File: config.mk
export PLATFORM = sky130hd
export DESIGN_NAME = sfu_acc_pipe_flat
export DESIGN_NICKNAME = d
export VERILOG_FILES = /design/src/rtl/sfu_pkg.sv /design/src/rtl/sfu_acc_pipe_if.sv /design/src/rtl/sfu_lane.sv /design/src/rtl/sfu_acc_pipe.sv /design/src/flat_wrapper.sv
export SDC_FILE = /design/constraint.sdc
export NUM_CORES = 2
export LEC_CHECK = 0
export CAP_MARGIN = 25
export CORE_ASPECT_RATIO = 0.9
export CORE_UTILIZATION = 26
export DETAILED_ROUTE_END_ITERATION = 16
export SETUP_SLACK_MARGIN = 0.2
export SLEW_MARGIN = 5
export SYNTH_ARGS = -nofsm -noshare
export SYNTH_HDL_FRONTEND = slang
export SYNTH_SLANG_ARGS = --single-unit
File: constraint.sdc
create_clock -name clk -period 6.4 [get_ports clk]
set_input_delay 1.6 -clock clk [delete_from_list [all_inputs] [get_ports clk]]
set_output_delay 1.6 -clock clk [all_outputs]
set_load 0.01 [all_outputs]
File: src/rtl/sfu_pkg.sv
// Shared types and helpers for the accumulate/ReLU/shift SFU.
// Build option: define SFU_SAT_EN to saturate results instead of wrapping them.
package sfu_pkg;

    typedef enum logic [1:0] {
        IDLE = 2'd0,
        ACC  = 2'd1,
        ACT  = 2'd2,
        HOLD = 2'd3
    } state_t;

`ifdef SFU_SAT_EN
    localparam bit SAT_EN = 1'b1;
`else
    localparam bit SAT_EN = 1'b0;
`endif

    function automatic int unsigned acc_bw(input int unsigned psum_bw,
                                           input int unsigned acc_cnt_bw);
        return psum_bw + acc_cnt_bw;
    endfunction

    // Returns {below_min, above_max} for a bw-bit signed target; all-zero when wrapping.
    function automatic logic [1:0] lane_clip(input logic signed [63:0] v,
                                             input int unsigned       bw);
        logic signed [63:0] hi;
        logic signed [63:0] lo;
        hi = (64'sd1 <<< (bw - 1)) - 64'sd1;
        lo = -hi - 64'sd1;
        return SAT_EN ? {(v < lo), (v > hi)} : 2'b00;
    endfunction

endpackage

File: src/rtl/sfu_acc_pipe_if.sv
// Handshake, configuration and data bundle of the SFU (SFU_SAT_EN does not affect it).
interface sfu_acc_pipe_if #(
    parameter int unsigned PSUM_BW    = 16,
    parameter int unsigned COL        = 8,
    parameter int unsigned ACC_CNT_BW = 8,
    parameter int unsigned SHIFT_BW   = 4
);
    logic                      start;
    logic [ACC_CNT_BW-1:0]     cfg_num_acc;
    logic                      cfg_relu_en;
    logic [PSUM_BW-1:0]        cfg_thres;
    logic [SHIFT_BW-1:0]       cfg_shift;
    logic                      in_valid;
    logic                      in_ready;
    logic [PSUM_BW*COL-1:0]    in_data;
    logic                      out_valid;
    logic                      out_ready;
    logic [PSUM_BW*COL-1:0]    out_data;
    logic                      busy;

    modport master (
        output start, cfg_num_acc, cfg_relu_en, cfg_thres, cfg_shift,
        output in_valid, in_data, out_ready,
        input  in_ready, out_valid, out_data, busy
    );

    modport slave (
        input  start, cfg_num_acc, cfg_relu_en, cfg_thres, cfg_shift,
        input  in_valid, in_data, out_ready,
        output in_ready, out_valid, out_data, busy
    );
endinterface

File: src/rtl/sfu_lane.sv
// One SFU lane: guarded accumulator, threshold ReLU, arithmetic shift, wrap or clip.
// Build option: SFU_SAT_EN (via sfu_pkg) selects saturation instead of wrap.
module sfu_lane
    import sfu_pkg::*;
#(
    parameter int unsigned PSUM_BW    = 16,
    parameter int unsigned ACC_CNT_BW = 8,
    parameter int unsigned SHIFT_BW   = 4
) (
    input  logic                clk,
    input  logic                reset,
    input  logic                clr,
    input  logic                acc_en,
    input  logic                act_en,
    input  logic [PSUM_BW-1:0]  in_lane,
    input  logic                relu_en,
    input  logic [PSUM_BW-1:0]  thres,
    input  logic [SHIFT_BW-1:0] shift,
    output logic [PSUM_BW-1:0]  res
);
    localparam int unsigned ACC_BW = acc_bw(PSUM_BW, ACC_CNT_BW);

    logic signed [ACC_BW-1:0] r_acc;
    logic [PSUM_BW-1:0]       r_res;
    logic signed [ACC_BW-1:0] w_in_ext;
    logic signed [ACC_BW-1:0] w_thres_ext;
    logic signed [ACC_BW-1:0] w_relu;
    logic signed [ACC_BW-1:0] w_shr;
    logic signed [63:0]       w_wide;
    logic [1:0]               w_sel;
    logic [PSUM_BW-1:0]       w_final;

    assign w_in_ext    = {{ACC_CNT_BW{in_lane[PSUM_BW-1]}}, in_lane};
    assign w_thres_ext = {{ACC_CNT_BW{thres[PSUM_BW-1]}}, thres};

    always_comb begin
        w_relu = r_acc;
        if (relu_en && !(r_acc > w_thres_ext)) begin
            w_relu = '0;
        end
    end

    assign w_shr  = w_relu >>> shift;
    assign w_wide = {{(64-ACC_BW){w_shr[ACC_BW-1]}}, w_shr};
    assign w_sel  = lane_clip(w_wide, PSUM_BW);

    always_comb begin
        case (w_sel)
            2'b01:   w_final = {1'b0, {(PSUM_BW-1){1'b1}}};
            2'b10:   w_final = {1'b1, {(PSUM_BW-1){1'b0}}};
            default: w_final = w_shr[PSUM_BW-1:0];
        endcase
    end

    always_ff @(posedge clk) begin
        if (reset) begin
            r_acc <= '0;
            r_res <= '0;
        end else begin
            if (clr) begin
                r_acc <= '0;
            end else if (acc_en) begin
                r_acc <= r_acc + w_in_ext;
            end
            if (act_en) begin
                r_res <= w_final;
            end
        end
    end

    assign res = r_res;
endmodule

File: src/rtl/sfu_acc_pipe.sv
// Multi-lane accumulate / ReLU / shift SFU between psum SRAM and output SRAM.
// Build option: define SFU_SAT_EN to saturate lane results instead of wrapping.
module sfu_acc_pipe
    import sfu_pkg::*;
#(
    parameter int unsigned PSUM_BW    = 16,
    parameter int unsigned COL        = 8,
    parameter int unsigned ACC_CNT_BW = 8,
    parameter int unsigned SHIFT_BW   = 4
) (
    input  logic           clk,
    input  logic           reset,
    sfu_acc_pipe_if.slave  bus
);
    state_t                r_state;
    state_t                w_next;
    logic [ACC_CNT_BW-1:0] r_count;
    logic [ACC_CNT_BW-1:0] r_num_acc;
    logic                  r_relu_en;
    logic [PSUM_BW-1:0]    r_thres;
    logic [SHIFT_BW-1:0]   r_shift;

    logic                  w_start;
    logic                  w_beat;
    logic                  w_last;
    logic [COL-1:0][PSUM_BW-1:0] w_res;

    assign w_start = (r_state == IDLE) && bus.start;
    assign w_beat  = (r_state == ACC) && bus.in_valid;
    assign w_last  = w_beat && (r_count == r_num_acc - 1'b1);

    always_ff @(posedge clk) begin
        if (reset) begin
            r_state <= IDLE;
        end else begin
            r_state <= w_next;
        end
    end

    always_comb begin
        w_next = r_state;
        case (r_state)
            IDLE:    if (bus.start)     w_next = ACC;
            ACC:     if (w_last)        w_next = ACT;
            ACT:                        w_next = HOLD;
            HOLD:    if (bus.out_ready) w_next = IDLE;
            default:                    w_next = IDLE;
        endcase
    end

    always_comb begin
        bus.in_ready  = (r_state == ACC);
        bus.out_valid = (r_state == HOLD);
        bus.busy      = (r_state != IDLE);
    end

    // A zero count is stored as one so the last-beat compare never underflows.
    always_ff @(posedge clk) begin
        if (reset) begin
            r_count   <= '0;
            r_num_acc <= '0;
            r_relu_en <= 1'b0;
            r_thres   <= '0;
            r_shift   <= '0;
        end else if (w_start) begin
            r_count   <= '0;
            r_num_acc <= (bus.cfg_num_acc == '0) ? ACC_CNT_BW'(1) : bus.cfg_num_acc;
            r_relu_en <= bus.cfg_relu_en;
            r_thres   <= bus.cfg_thres;
            r_shift   <= bus.cfg_shift;
        end else if (w_beat) begin
            r_count   <= r_count + 1'b1;
        end
    end

    for (genvar c = 0; c < COL; c++) begin : g_lane
        sfu_lane #(
            .PSUM_BW    (PSUM_BW),
            .ACC_CNT_BW (ACC_CNT_BW),
            .SHIFT_BW   (SHIFT_BW)
        ) u_lane (
            .clk     (clk),
            .reset   (reset),
            .clr     (w_start),
            .acc_en  (w_beat),
            .act_en  (r_state == ACT),
            .in_lane (bus.in_data[PSUM_BW*c +: PSUM_BW]),
            .relu_en (r_relu_en),
            .thres   (r_thres),
            .shift   (r_shift),
            .res     (w_res[c])
        );
    end

    assign bus.out_data = w_res;
endmodule

File: src/flat_wrapper.sv
// flat-port wrapper written by rule: the top's interface ports become plain ports
module sfu_acc_pipe_flat import sfu_pkg::*;
#(
    parameter int unsigned PSUM_BW    = 16,
    parameter int unsigned COL        = 8,
    parameter int unsigned ACC_CNT_BW = 8,
    parameter int unsigned SHIFT_BW   = 4
)
  (clk, reset, bus_start, bus_cfg_num_acc, bus_cfg_relu_en, bus_cfg_thres, bus_cfg_shift, bus_in_valid, bus_in_data, bus_out_ready, bus_in_ready, bus_out_valid, bus_out_data, bus_busy);
  sfu_acc_pipe_if #(.PSUM_BW(PSUM_BW), .COL(COL), .ACC_CNT_BW(ACC_CNT_BW), .SHIFT_BW(SHIFT_BW)) bus_i ();
  input  logic clk;
  input  logic reset;
  input wire logic [$bits(bus_i.start)-1:0] bus_start;
  input wire logic [$bits(bus_i.cfg_num_acc)-1:0] bus_cfg_num_acc;
  input wire logic [$bits(bus_i.cfg_relu_en)-1:0] bus_cfg_relu_en;
  input wire logic [$bits(bus_i.cfg_thres)-1:0] bus_cfg_thres;
  input wire logic [$bits(bus_i.cfg_shift)-1:0] bus_cfg_shift;
  input wire logic [$bits(bus_i.in_valid)-1:0] bus_in_valid;
  input wire logic [$bits(bus_i.in_data)-1:0] bus_in_data;
  input wire logic [$bits(bus_i.out_ready)-1:0] bus_out_ready;
  output wire logic [$bits(bus_i.in_ready)-1:0] bus_in_ready;
  output wire logic [$bits(bus_i.out_valid)-1:0] bus_out_valid;
  output wire logic [$bits(bus_i.out_data)-1:0] bus_out_data;
  output wire logic [$bits(bus_i.busy)-1:0] bus_busy;
  assign bus_i.start = bus_start;
  assign bus_i.cfg_num_acc = bus_cfg_num_acc;
  assign bus_i.cfg_relu_en = bus_cfg_relu_en;
  assign bus_i.cfg_thres = bus_cfg_thres;
  assign bus_i.cfg_shift = bus_cfg_shift;
  assign bus_i.in_valid = bus_in_valid;
  assign bus_i.in_data = bus_in_data;
  assign bus_i.out_ready = bus_out_ready;
  assign bus_in_ready = bus_i.in_ready;
  assign bus_out_valid = bus_i.out_valid;
  assign bus_out_data = bus_i.out_data;
  assign bus_busy = bus_i.busy;
  sfu_acc_pipe #(.PSUM_BW(PSUM_BW), .COL(COL), .ACC_CNT_BW(ACC_CNT_BW), .SHIFT_BW(SHIFT_BW)) u_core (.clk(clk), .reset(reset), .bus(bus_i));
endmodule
# Yosys cells after proc, flatten, opt, wreduce, memory -nomap -nowiden
# Index checks and enable logic that the tools add are counted.
[word_totals]
in_bits = 162
ff_bits = 359
[classes]
magnitude_cmp = 8
shifts = 8
n_mux = 13
add_sub_neg = 10
n_reduce_logical = 24
n_eq_ne = 7
[op_table]
columns = ["cell", "n"]
rows = [
  ["$add 24x16->24", 8],
  ["$gt 24x16->1", 8],
  ["$mux 24", 8],
  ["$sshr 24x4->16", 8],
  ["$logic_and 1x1->1", 11],
  ["$add 8x1->8 const B", 1],
  ["$eq 8x8->1", 1],
  ["$logic_not 1->1", 8],
  ["$logic_not 8->1", 1],
  ["$mux 8", 1],
  ["$pmux 2 s4", 1],
  ["$sub 8x1->8 const B", 1],
  ["$mux 2", 3],
  ["$eq 2x2->1 const B", 2],
  ["$ne 2x2->1 const B", 2],
  ["$reduce_and 3->1", 1],
  ["$eq 2x1->1 const B", 1],
  ["$logic_not 2->1", 1],
  ["$ne 2x1->1 const B", 1],
  ["$reduce_bool 2->1", 1],
  ["$reduce_or 2->1", 1],
]

# Logic depth before layout (Yosys ltp)
[depth]
depth_word = 5
depth_mapped = 13

# By module
# From an unflattened synthesis, not the netlist that was laid out.
[unflattened]
cells_unflattened = 4230
hier_area_um2 = 34204.1
[modules_own_cells]
columns = ["mod", "instances", "cells_per_inst", "seq_area_each_um2", "area_each_um2"]
rows = [
  ["sfu_lane at u_core.g_lane[2].u_lane ...", 3, 521, 800.8, 4037.6],
  ["sfu_lane at u_core.g_lane[5].u_lane ...", 3, 476, 800.8, 4031.4],
  ["sfu_lane at u_core.g_lane[0].u_lane", 1, 500, 800.8, 4159.0],
  ["sfu_lane at u_core.g_lane[1].u_lane", 1, 508, 800.8, 4008.8],
  ["sfu_acc_pipe", 1, 231, 780.7, 1829.3],
]

# Least setup slack after synthesis
# Ideal clock, no wire load.
[synth_timing]
path_type = "input -> register"
start = "in bus_in_data[0]"
end = "reg u_core.g_lane[0].u_lane.r_acc[22]"
slack_ns = 2.248
path_stages = 13
path_buffers = 0
t_arrival_ns = 4.078
cell_sequence = "ha_1 -> inv_1 -> fa_1 -> nor2b_1 -> o2111ai_1 -> nand4_1 -> o211ai_1 -> o311ai_1 -> nor4_1 -> o41ai_2 -> a31oi_1 -> xor2_1 -> o21ai_0"
[synth_between]
elab_chain_cells = 1
[synth_lines]
columns = ["element", "line", "rtl"]
rows = [
  ["start: declaration", "flat_wrapper.sv:19", "input wire logic [$bits(bus_i.in_data)-1:0] bus_in_data;"],
  ["$add 24x16->24", "sfu_lane.sv:63", "r_acc <= r_acc + w_in_ext;"],
  ["end signal: assignment", "sfu_lane.sv:63", ""],
  ["end: declaration", "sfu_lane.sv:23", "logic signed [ACC_BW-1:0] r_acc;"],
]
# Every way passes these cells.
# A chain may end at the register's enable or synchronous reset.

# Worst setup path in the final report
[layout_timing]
start = "in bus_in_data[97]"
end = "reg u_core.g_lane[6].u_lane.r_acc[23]"
[layout_between]
elab_chain_cells = 1
[layout_lines]
columns = ["element", "line"]
rows = [
  ["$add 24x16->24", "sfu_lane.sv:63"],
  ["end signal: assignment", "sfu_lane.sv:63"],
  ["end: declaration", "sfu_lane.sv:23"],
]
# Every way passes these cells.

==> impl_results.md <==
* Synth top area cells: dfxtp_1 (22%), ha_1 (15%), nand2_1 (7.1%)
* Row count at 122
* Syn avg cell area at 7.88 um2
* Compound-cell area share of the yosys netlist at 25.3%
* Top achievable clock speed at 229 MHz
* Setup CP Type: input pin to register
* Leakage at 15.5 nW
* Clock power frac at 25.5%
* Worst-Margin Slew at 1.08 ns
* Register area share after synthesis at 22.3%
* Max_slew headroom at 27.8%
* Cells after synthesis at 4,089
* Slowest CP cell: clkdlybuf4s50_1
* Number of flops mapped to enable cells by yosys at 0
* Synth area leader: dfxtp_1
* Mux contribution to synthesized area at 11.0%
* Critical path required time at 6.95 ns
* Worst R2R Setup Slack at 2.27 ns
* Synth Area in XOR/XNOR at 4.16%
* Share of cells above drive strength 1 at 6.68%
* Via count at 31,300
* Clock Path Buffers at 3
* Pwr Density at 294 mW/mm2
* Main synth FF type: dfxtp_1
* Final core occ at 31.3%
* Final setup margin at 2.03 ns
* Cell Area, Placed at 0.0368 mm2
* Worst EP arrival at 4.92 ns
* Worst hold path type: register to register
* Crit share post-route at 68.3%
* Peak VDD IR at 0.000173 V
* Initial antenna violation count at 9
* Number of distinct library cells after synthesis at 78
* Post-synth top area share at 22.3%
* Status: finished clean
* DRT Pass-1 Iters at 6
* Synth Register Bits at 359
* Worst hold slack at 0.452 ns
* Fin crit period at 4.37 ns
* Mapped Nets at 4,642
* Max-Cap Viols at 0
* Psw at 4.97 mW
* Die Span X at 373 um
* Final ANT Viol Nets at 0
* GRT Overall Usage at 19.0%
* Post-placement setup slack at 1.45 ns
* Number of clock sinks at 359
* CP startpoint: bus_in_data[97]
* R2R depth at 12
* Die height at 336 um
* Switching Fraction at 43.9%
* Synth warn at 0
* Routed WL at 123 mm
* Syn-to-layout area delta at 19.5%
* Setup TNS at 0 ns
* Largest net degree at the start of global routing at 151
* DRC at 0
* Core outline area at 0.123 mm2
* Root Buffer: clkbuf_16
* # fillers at 12,900
* Worst setup path end: u_core.g_lane[6].u_lane.r_acc[23]
* Setup violations, final at 0
* GRT overflow at 0
* First-pass GRT wire length at 183 mm
* Clk Latency, worst-skew pair at 0.65 ns
* Simple-Gate Fraction of Synth Area at 18.2%
* DIE AREA at 0.125 mm2
* TritonCTS clock tree: built
* # IOs at 293
* TritonCTS buffer count at 49
* Post-synth ARST share at 0%
* Worst R2R Start: u_core.r_thres[15]
* Seq pwr share at 26.4%
* Critical Path Fanout Max at 3
* 1st-iter DRT viols at 2,688
* Int Pwr at 6.36 mW
* CTS resizes at 0
* Crit path capture type: register
* Critical path launch point type: input pin
* Max Slew Vio Count at 0
* Clk slew on worst S/H paths at 0.07 ns
* PortBufs at 292
* CTS Hold Bufs at 0
* Post-route cell area at 0.0385 mm2
* Vias in the first global route at 29,200
* Post-synthesis adder-cell area fraction at 15.4%
* CP cell instances: clkdlybuf4s50_1 > ha_1 > a211o_1 > a2111oi_4 > o211ai_1 > a31oi_1 > o21ai_1 > a21o_1 > a21o_1 > a311oi_2 > mux2i_1 > mux2i_1
* Average wire per standard cell at 20.8 um
* Final net count at 4,810
* # Post-CTS Setup Buffers at 0
* Combinational share of power at 48.2%
* Largest family of logic cells by synthesized area: compound AO/OA/AOI/OAI gates
* Starting density of the core at 26.2%
* Final Hold Vio Count at 0
* Vias per cell at 5.30
* RSZ-0062 raised after global routing: false
* HPWL after DPL at 92.4 mm
* H-tree levels at 2
* Clock Skew at 0.0335 ns
* Reg-to-reg endpoint: u_core.g_lane[7].u_lane.res[12]
* Syn Std Cell Area at 0.0322 mm2
* GP Congestion at 0.893
* Max incr delay on CP at 0.43 ns
-- how the worst min path moves through the flow --
stage | startpoint | endpoint | cells after the start
3_5_place_dp | u_core.g_lane[6].u_lane.res[9] | u_core.g_lane[6].u_lane.res[9] | 2
2_1_floorplan | u_core.r_thres[10] | u_core.r_thres[10] | 2
4_1_cts | u_core.r_thres[9] | u_core.r_thres[9] | 2
6_report | u_core.g_lane[0].u_lane.res[10] | u_core.g_lane[0].u_lane.res[10] | 2
5_1_grt | u_core.g_lane[0].u_lane.res[7] | u_core.g_lane[0].u_lane.res[7] | 2
3_3_place_gp | u_core.g_lane[2].u_lane.res[7] | u_core.g_lane[2].u_lane.res[7] | 2
-- worst max-delay path: cells and delay by family --
family / cells / cell delay [ns]
compound gates: 8 / 2.10
mux: 2 / 0.47
buf+inv: 1 / 0.43
fa+ha+maj: 1 / 0.32
-- state kept, by name, indices dropped and copies added, names as in the netlist --
signal                      count
u_core.r_relu_en                1
u_core.g_lane.u_lane.res      128
u_core.r_count                  8
u_core.r_state                  2
u_core.r_thres                 16
u_core.r_shift                  4
u_core.r_num_acc                8
u_core.g_lane.u_lane.r_acc    192
-- metrics by stage --
| stage | std cells | total power, mW |
|---|---|---|
| detailed placement | 5817 | 8.42 |
| finish | 5908 | 11.3 |
| CTS | 5906 | 11.4 |
| global placement | 5813 | 8.30 |
| global route | 5907 | 12.1 |
| floorplan | 4089 | 6.63 |
-- synthesized netlist by cell type, types with 11 or more instances --
master and instances:
nand2_1 611, a21oi_1 457, ha_1 383, dfxtp_1 359, o21ai_0 274, nor2_1 270
clkbuf_1 160, mux2i_1 148, a21o_1 114, a211oi_1 102, xnor2_1 102, inv_1 91
nand3_1 78, nor2b_1 73, mux4_2 69, nor3_1 66, o21a_1 58, nand2b_1 55
a22o_1 51, xor2_1 51, mux2_2 44, buf_1 43, a31oi_1 38, nand4_1 36
o211ai_1 34, and3_1 30, and2_1 27, o21bai_1 25, or3_1 21, buf_2 19
o21ai_1 17, o31a_1 13, o2111ai_1 12, o22ai_1 12, or2_2 12, a32o_1 11
o31ai_1 11
-- area by class of cell --
| class | instances | area (um2) | share of cell area [%] |
|---|---|---|---|
| diodes | 1 | 2.50 | 0.00650 |
| multi-input cells | 3415 | 23900 | 62.0 |
| clock buffers | 58 | 1280 | 3.32 |
| flip-flops and latches | 359 | 7200 | 18.7 |
| repair buffers | 339 | 3390 | 8.81 |
| well taps | 1612 | 2020 | 5.24 |
| clock inverters | 31 | 383 | 0.994 |
| inverters | 93 | 355 | 0.923 |
-- cell usage in the layout, fill, tap and decap left out, drive strengths merged, types with 36 or more instances in the layout --
| cell type | n |
|---|---|
| clkdlybuf4s50 | 291 |
| mux2i | 148 |
| o21ai | 291 |
| a211oi | 102 |
| a21oi | 457 |
| mux4 | 69 |
| buf | 48 |
| inv | 95 |
| o21a | 58 |
| a31oi | 38 |
| clkbuf | 58 |
| ha | 383 |
| a22o | 51 |
| nor2 | 270 |
| xnor2 | 102 |
| dfxtp | 359 |
| nand2 | 611 |
| nand3 | 78 |
| nand4 | 36 |
| mux2 | 44 |
| nor2b | 73 |
| nor3 | 68 |
| xor2 | 51 |
| nand2b | 55 |
| a21o | 114 |
-- power by group through the flow --
| stage | logic (mW) | registers (mW) | clock network (mW) |
|---|---|---|---|
| 6_report | 5.46 | 2.99 | 2.89 |
| 5_1_grt | 6.03 | 3.02 | 3.05 |
| 4_1_cts | 5.43 | 2.97 | 2.98 |
| 2_1_floorplan | 3.86 | 2.77 | 0 |
| 3_5_place_dp | 5.40 | 3.02 | 0 |
| 3_3_place_gp | 5.29 | 3.02 | 0 |
-- cells by family after synthesis --
family	Yosys count
xor gates and xnor gates	153
buffers and inverters	315
AOI/OAI and AO/OA	1301
adders and majority gates	391
muxes	261
DFF	359
and+or+nand+nor	1309
-- metal layers --
metal  vias to the layer above  wire length [um]  GRT usage [%]
met5                         -                95              0
met4                        14              4610           7.49
met2                      1018             50200           27.9
met3                       173              9390           3.91
met1                     14800             58500           26.9
li1                      15300                 -              -
Power figures use the tool's default switching activity.
